$ cat config.mk
export PLATFORM = sky130hd
export DESIGN_NAME = tl_phase_ctrl
export DESIGN_NICKNAME = d
export VERILOG_FILES = /design/src/rtl/tl_pkg.sv /design/src/rtl/tl_timer.sv /design/src/rtl/tl_phase_ctrl.sv
export SDC_FILE = /design/constraint.sdc
export NUM_CORES = 1
export LEC_CHECK = 0
export CAP_MARGIN = 20
export CORE_MARGIN = 3
export CORE_UTILIZATION = 50
export CTS_BUF_LIST = sky130_fd_sc_hd__clkbuf_4 sky130_fd_sc_hd__clkbuf_8
export DETAILED_ROUTE_END_ITERATION = 8
export PLACE_DENSITY = 0.77
export SLEW_MARGIN = 40
export SYNTH_ARGS = -nofsm -noshare
export SYNTH_HDL_FRONTEND = slang
export SYNTH_HIERARCHICAL = 1
export SYNTH_SLANG_ARGS = --single-unit
export TNS_END_PERCENT = 100
$ cat constraint.sdc
create_clock -name clk -period 4.9 [get_ports clk]
set_input_delay 0.49 -clock clk [delete_from_list [all_inputs] [get_ports clk]]
set_output_delay 0.49 -clock clk [all_outputs]
set_load 0.05 [all_outputs]
$ cat src/rtl/tl_pkg.sv
// Shared light codes and phase encodings
// for the traffic-light phase controller.
package tl_pkg;

  typedef enum logic [1:0] {
    LT_GREEN  = 2'b00,
    LT_YELLOW = 2'b01,
    LT_RED    = 2'b10
  } light_t;

  typedef enum logic [1:0] {
    ST_GREEN  = 2'b00,
    ST_YELLOW = 2'b01,
    ST_ALLRED = 2'b10
  } state_t;

  function automatic int max3(
    input int a,
    input int b,
    input int c
  );
    int m;
    m = (a > b) ? a : b;
    return (m > c) ? m : c;
  endfunction

endpackage

$ cat src/rtl/tl_timer.sv
// Phase timer: clear, increment, saturate
// at SAT, with a terminal-count flag.
module tl_timer #(
  parameter int W   = 4,
  parameter int SAT = 15
) (
  input  logic         clk,
  input  logic         reset,
  input  logic         clr,
  input  logic         inc,
  output logic [W-1:0] cnt,
  output logic         tc
);

  localparam logic [W-1:0] SAT_V = W'(SAT);

  always_ff @(posedge clk) begin
    if (reset || clr)
      cnt <= '0;
    else if (inc && cnt != SAT_V)
      cnt <= cnt + 1'b1;
  end

  assign tc = (cnt == SAT_V);

endmodule

$ cat src/rtl/tl_phase_ctrl.sv
// Round-robin traffic-light phase controller
// (GREEN -> YELLOW -> ALL_RED -> next GREEN).
module tl_phase_ctrl
  import tl_pkg::*;
#(
  parameter int N_DIR      = 4,
  parameter int GREEN_MIN  = 4,
  parameter int GREEN_MAX  = 16,
  parameter int YELLOW_CYC = 2,
  parameter int ALLRED_CYC = 1
) (
  input  logic                     clk,
  input  logic                     reset,
  input  logic [N_DIR-1:0]         T,
  output logic [2*N_DIR-1:0]       light,
  output logic [$clog2(N_DIR)-1:0] cur_dir,
  output logic                     switch_p
);

  localparam int DW = $clog2(N_DIR);
  localparam int TMAX =
    max3(GREEN_MAX, YELLOW_CYC, ALLRED_CYC) - 1;
  localparam int TW = $clog2(TMAX + 1);

  state_t          state;
  state_t          state_nx;
  logic [DW-1:0]   next_dir;
  logic [DW-1:0]   srch_dir;
  logic [TW-1:0]   tmr;
  logic            tmr_tc;
  logic            tmr_clr;
  logic            tmr_inc;
  logic            other_req;
  logic            found;
  logic            g_max;
  logic            g_exit;
  logic            y_done;
  logic            a_done;
  int              j;

  tl_timer #(
    .W   (TW),
    .SAT (TMAX)
  ) u_timer (
    .clk   (clk),
    .reset (reset),
    .clr   (tmr_clr),
    .inc   (tmr_inc),
    .cnt   (tmr),
    .tc    (tmr_tc)
  );

  always_comb begin
    other_req = 1'b0;
    for (int i = 0; i < N_DIR; i++)
      if (DW'(i) != cur_dir)
        other_req = other_req | T[i];
  end

  // First requesting direction after cur_dir,
  // wrapping from N_DIR-1 back to 0.
  always_comb begin
    found    = 1'b0;
    srch_dir = cur_dir;
    j        = 0;
    for (int k = 1; k < N_DIR; k++) begin
      j = int'(cur_dir) + k;
      if (j >= N_DIR)
        j = j - N_DIR;
      if (!found && T[j]) begin
        found    = 1'b1;
        srch_dir = DW'(j);
      end
    end
  end

  assign g_max  = tmr_tc |
                  (tmr == TW'(GREEN_MAX - 1));
  assign g_exit = (tmr >= TW'(GREEN_MIN - 1)) &&
                  other_req &&
                  (!T[cur_dir] || g_max);
  assign y_done = (tmr == TW'(YELLOW_CYC - 1));
  assign a_done = (tmr == TW'(ALLRED_CYC - 1));

  always_comb begin
    state_nx = state;
    unique case (state)
      ST_GREEN:  if (g_exit) state_nx = ST_YELLOW;
      ST_YELLOW: if (y_done) state_nx = ST_ALLRED;
      ST_ALLRED: if (a_done) state_nx = ST_GREEN;
      default:   state_nx = ST_GREEN;
    endcase
    tmr_clr = (state_nx != state);
    tmr_inc = !((state == ST_GREEN) && g_max);
  end

  always_ff @(posedge clk) begin
    if (reset) begin
      state    <= ST_GREEN;
      cur_dir  <= '0;
      next_dir <= '0;
      switch_p <= 1'b0;
    end else begin
      state    <= state_nx;
      switch_p <= (state == ST_ALLRED) && a_done;
      if (state == ST_GREEN && g_exit)
        next_dir <= srch_dir;
      if (state == ST_ALLRED && a_done)
        cur_dir <= next_dir;
    end
  end

  always_comb begin
    light = '0;
    for (int i = 0; i < N_DIR; i++) begin
      unique case (1'b1)
        (state == ST_GREEN &&
         DW'(i) == cur_dir):
          light[2*i +: 2] = LT_GREEN;
        (state == ST_YELLOW &&
         DW'(i) == cur_dir):
          light[2*i +: 2] = LT_YELLOW;
        default:
          light[2*i +: 2] = LT_RED;
      endcase
    end
  end

endmodule
==> results.txt <==
----------------------------------------------------
[Logic synthesis]
  Top post-synthesis cells by count ... sky130_fd_sc_hd__dfxtp_1 (11), sky130_fd_sc_hd__nor2_1 (10), sky130_fd_sc_hd__a21oi_1 (9), sky130_fd_sc_hd__inv_1 (7), sky130_fd_sc_hd__nand2_1 (7)
  Synthesis Warnings ... 6
  Primary FF master, synth ... sky130_fd_sc_hd__dfxtp_1
  Register bit total from synthesis ... 11
  Number of enable-type register cells in the synthesized netlist ... 0
  Leading cell types by total area after synthesis ... sky130_fd_sc_hd__dfxtp_1 (24%), sky130_fd_sc_hd__ha_1 (6.9%), sky130_fd_sc_hd__a21oi_1 (5.0%)
  Share of synthesized area occupied by flip-flops and latches ... 24.2%
  Number of distinct standard cells referenced by the synthesized netlist ... 41
  Fraction of synthesized cell area taken by the top area cell type ... 24.2%
  Share of flip-flops with an asynchronous set or reset after synthesis ... 0%
  Post-Syn Instances ... 110
  Most frequently used cell type in the post-synthesis netlist ... sky130_fd_sc_hd__dfxtp_1
  Average size of a mapped cell ... 8.27 sq um
  Synthesized netlist net count ... 121
  Mapped Area ... 910 sq um
  Largest area contributor in the synthesized netlist ... sky130_fd_sc_hd__dfxtp_1

[Min path]
  Worst hold path cell count ... 2
  Hold/Removal Path Class ... reg2reg
  Start point of the worst hold path ... next_dir[0]
  Terminating pin of the worst hold path ... next_dir[0]

[Outcome]
  Run status ... complete, no violations

[Clocking]
  Clock insertion delay at the later pin of the skew report ... 0.27 ns
  Number of buffers on the longest clock path ... 2
  Hold buffers post-CTS ... 0
  CTS buffer count ... 3
  Number of gates given a new drive strength after cts ... 0
  Clock-pin slew on the worst setup and hold paths ... 0.07 ns
  Root Buffer ... sky130_fd_sc_hd__clkbuf_4
  CTS tree ... built
  Post-CTS Setup Inserts ... 0
  H-tree levels ... 1
  Total number of clock tree sinks ... 11

[Place]
  Dpl cells ... 148
  GP Congestion ... 0.959
  Placed Area ... 1080 sq um
  Post-detailed-placement half-perimeter wirelength ... 1540 um
  Post-Place Setup Slack ... 2.47 ns
  Input/output buffers ... 16

[Global routing]
  Maximum number of pins on one net before global-route repair ... 13
  First-pass GRT wire length ... 3280 um
  Initial antenna violation count ... 0
  Remaining global-route overflow ... 0
  GRT Util Overall ... 17.3%
  Vias in the first global route ... 742

[STA]
  Slew of the pin with the lowest slew margin ... 0.576 ns
  Final-layout worst hold slack ... 0.464 ns
  Final cycle utilization of the critical path ... 55.5%
  Unrepaired setup endpoints after global routing ... no
  Worst clock skew on the final layout ... 0.00108 ns
  Minimum setup slack in the final design ... 2.18 ns
  Final setup fails ... 0
  Relative slew margins ... 61.3%
  Max-slew violations ... 0
  Number of endpoints with negative hold slack in the final report ... 0
  Setup tns final ... 0 ns
  Fmax ... 0.368 GHz
  Shortest period the worst path allows ... 2.72 ns

[Setup path]
  Maximum fanout count along the critical path ... 10
  Capturing element type of the critical path ... primary output
  Req. time, crit path ... 4.41 ns
  Type of element launching the critical path ... register
  Crit path arrival time ... 2.23 ns
  Minimum setup slack among reg-to-reg paths ... 2.78 ns
  Worst setup path class ... reg2out
  Register-to-Register Path Depth ... 8
  Destination of the worst register-to-register timing path ... u_timer/cnt[3]
  Source of the worst register-to-register timing path ... cur_dir[1]

[Drt]
  Post-DR wirelength/cell ... 13.1 um
  Drc violations ... 0
  Per-cell via count in the routed design ... 5.83
  Final routed wirelength across all metal layers ... 1980 um
  First-pass iteration count of the detailed router ... 4
  1st-iter DRT viols ... 36
  Remaining antenna violation count ... 0
  Vias ... 886

[Floorplanning]
  Number of primary I/O pins ... 17
  Initial Util ... 56.4%
  Core area ... 1610 sq um
  Die area ... 2370 sq um
  Height of the chip ... 48.7 um
  Cell Rows ... 14
  Die boundary width ... 48.7 um

[Power]
  Pwr/cell area ... 203 nW/um^2
  Max rail drop VDD ... 0.000134 V
  P_leak ... 0.000426 uW

[Finish]
  Fraction of final layout cells with drive strength greater than 1 ... 12.5%
  Final-stage net count ... 140
  Antenna cells ... 0
  Fin area ... 1110 sq um
  Area added between synthesis and finish ... 21.7%
  Final Instance Count excl. Fillers ... 152

[Run]
  Max_cap viols ... 0

----------------------------------------------------
[layer usage]
layer / GRT usage, % / routed length [um] / vias to the layer above
met5: 0 / 0 / -
met4: 3.79 / 19 / 0
met3: 7.06 / 124 / 4
met2: 25.1 / 879 / 32
met1: 23.8 / 960 / 406
li1: - / - / 444
[where the power goes]
group / internal [uW] / total, uW / switching [uW]
Sequential: 95.3 / 105 / 9.43
Clock: 37.1 / 66.6 / 29.5
Combinational: 23.5 / 53.5 / 30.0
Total: 156 / 225 / 68.9
[critical path, stage by stage, from the launching register on]
cell                              delay, ns
sky130_fd_sc_hd__dfxtp_1               0.57
sky130_fd_sc_hd__inv_1                 0.23
sky130_fd_sc_hd__ha_1                  0.28
sky130_fd_sc_hd__nand2b_1              0.08
sky130_fd_sc_hd__clkdlybuf4s50_1       0.80
[worst max path at each step]
stage	start	end	slack, ns	depth (start not counted)
floorplan	cur_dir[0]	next_dir[0]	2.81	7
finish	cur_dir[0]	light[1]	2.18	4
detailed placement	cur_dir[0]	light[1]	2.47	4
CTS	cur_dir[0]	light[1]	2.17	4
global route	cur_dir[0]	light[1]	2.06	4
global placement	cur_dir[0]	light[1]	2.49	4
[layout make-up]
class | count | area, sq um
Clock buffer | 4 | 30.0
Sequential cell | 11 | 220
Tap cell | 24 | 30.0
Multi-Input combinational cell | 89 | 637
Fill cell | 140 | 504
Timing Repair Buffer | 16 | 160
Inverter | 8 | 30.0
[layout by cell type, fill, tap and decap left out, types with 2 or more instances in the layout]
cell type,netlist,final
sky130_fd_sc_hd__nand2_1,7,7
sky130_fd_sc_hd__nand4b_1,2,2
sky130_fd_sc_hd__mux2i_1,3,3
sky130_fd_sc_hd__clkdlybuf4s50_1,0,16
sky130_fd_sc_hd__o21ai_0,2,2
sky130_fd_sc_hd__inv_1,7,7
sky130_fd_sc_hd__a21oi_1,9,9
sky130_fd_sc_hd__ha_1,5,5
sky130_fd_sc_hd__nor3_1,2,2
sky130_fd_sc_hd__nor2_1,10,10
sky130_fd_sc_hd__dfxtp_1,11,11
sky130_fd_sc_hd__nand2b_1,6,6
sky130_fd_sc_hd__nand3_1,3,3
sky130_fd_sc_hd__and2_1,5,5
sky130_fd_sc_hd__o22ai_1,3,3
sky130_fd_sc_hd__nand4_1,2,2
sky130_fd_sc_hd__clkbuf_4,0,4
sky130_fd_sc_hd__a41oi_1,2,2
sky130_fd_sc_hd__nor2b_1,4,4
sky130_fd_sc_hd__o211ai_1,3,3
[registers in the layout, indices dropped and copies added (netlist names)]
name and flops:
cur_dir 2, state 2, next_dir 2, u_timer/cnt 4
switch_p 1
[cell families (layout without fill, tap and decap cells)]
kind of cell	Yosys count	after routing	share of synthesized area [%]
AOI/OAI and AO/OA	33	33	29.0
adders and majority gates	5	5	6.88
buffers and inverters	10	28	5.78
DFF	11	11	24.2
muxes	4	4	5.78
and+or+nand+nor	47	47	28.3
[through the flow]
stage               util [%]  power, uW
CTS                     68.7        226
global route            68.7        238
finish                  68.7        225
floorplan                  -        142
detailed placement      66.8        159
global placement        66.8        159
(Power assumes the default switching activity.)
==> variant (same settings) <==
Change the parameter `YELLOW_CYC` from 2 to 1.
--- a/src/rtl/tl_phase_ctrl.sv
+++ b/src/rtl/tl_phase_ctrl.sv
@@ -8,3 +8,3 @@
   parameter int GREEN_MAX  = 16,
-  parameter int YELLOW_CYC = 2,
+  parameter int YELLOW_CYC = 1,
   parameter int ALLRED_CYC = 1
Check against the original RTL: not equivalent (a bounded check fails within 10 cycles, from zero or initial values and one cycle with reset high).
==> variant against the original RTL <==
Sequential cell count unchanged. Die area down 2.4%. Via count fell by 9.7%. Wire length decreased by 0.40%. Final cell count fell by 13%. Final area decreased by 2.8%. Setup slack worse by 0.0042 ns. Register-to-register slack worse by 0.47 ns. Combinational power up 5.6%. Area after synthesis is 2.8% lower. First-iteration DRC count shrank 75%. Power increased by 3.0%. Critical path type unchanged.
==> variant: results (changes against the original RTL) <==
GR Util met1 - 0.269 (+0.0312)
Routed wire length on met3 - 54 um (-56%)
Fill cells - 139 (-0.71%)
Skew final - 0.000945 ns (-0.000137 ns)
Reg2reg start - cur_dir[0]$_SDFFE_PP0P_
Reg2Reg Depth - 9 (+1)
CP Launch Type - flip-flop
Netlist cell types - 44 (+7.3%)
Number of global-route vias before repair - 725 (-2.3%)
DP HPWL - 1560 um (+1.3%)
WL final - 1980 um (-0.40%)
Met2 usage - 0.319 (+0.0681)
Largest net degree at the start of global routing - 16 (+3)
Initial DRC Count - 9 (-75%)
CP top delay family - buffers and inverters
Syn. warnings - 6 (unchanged)
Via density - 6.06 (+4.0%)
GRT Overall Usage - 0.199 (+0.0261)
Top sig layer - met3
Placed cell area - 0.00105 mm^2 (-2.9%)
Worst-Margin Slew - 0.539 ns (-0.0365 ns)
Max IR drop VDD - 0.000164 V (+23%)
Metal-1 WL - 954 um (-0.63%)
Area delta synth->final - 21.6% (about the same)
Layout cells sized above 1 - 0.129 (+0.00431)
Top cells by count, synth - 11 x dfxtp_1, 11 x nand2b_1, 7 x nor2_1
Register area share after synthesis - 0.249 (+0.00685)
Met3 Use GR - 0.0677 (-0.00288)
Final Wtd Congestion - 0.744 (-22%)
Pre-CTS setup slack - 2.35 ns (-0.115 ns)
LEAKAGE - 0.400 nW (-6.0%)
CP Max Fanout - 15 (+5)
Setup crit end - light[5]
Syn_nets - 110 (-9.1%)
Dominant cells by area after synthesis - dfxtp_1 25%, nand2b_1 7.8%, ha_1 7.1%, mux4_2 5.1%, mux2i_1 4.5%
Mean Syn Cell Area - 8.94 um^2 (+8.1%)
Crit path DAT - 2.23 ns (about the same)
Average wire per cell in the routed design - 15.0 um (+15%)
Internal reg-to-reg setup slack - 2.31 ns (-0.47 ns)
Status - finished, final reports clean
DR WL met2 - 967 um (+10%)
-- variant: cell count changes after synthesis, moves of 3 or more --
cell | unedited run | this run
nand2b_1 | 6 | 11
a21oi_1 | 9 | 5
inv_1 | 7 | 4
nor2_1 | 10 | 7
o22ai_1 | 3 | 0
-- variant: area by class of cell --
cell class,instances,area share
sequential,11,0.205
clock buffer,4,0.0279
tap,16,0.0186
timing repair buffer,16,0.149
multi-input combinational,80,0.583
inverter,5,0.0174
-- variant: report_power, final --
group	switching, mW	internal, mW	leakage, nW
sequential	0.0118	0.0967	0.0893
combinational	0.0309	0.0257	0.292
clock	0.0296	0.0370	0.0184
total	0.0722	0.159	0.400
-- variant: logic make-up after synthesis --
logic type / Yosys count / share of synthesized area
simple gates: 43 / 0.293
flops: 11 / 0.249
compound gates: 24 / 0.224
mux: 8 / 0.122
buf+inv: 8 / 0.0424
fa+ha+maj: 5 / 0.0707
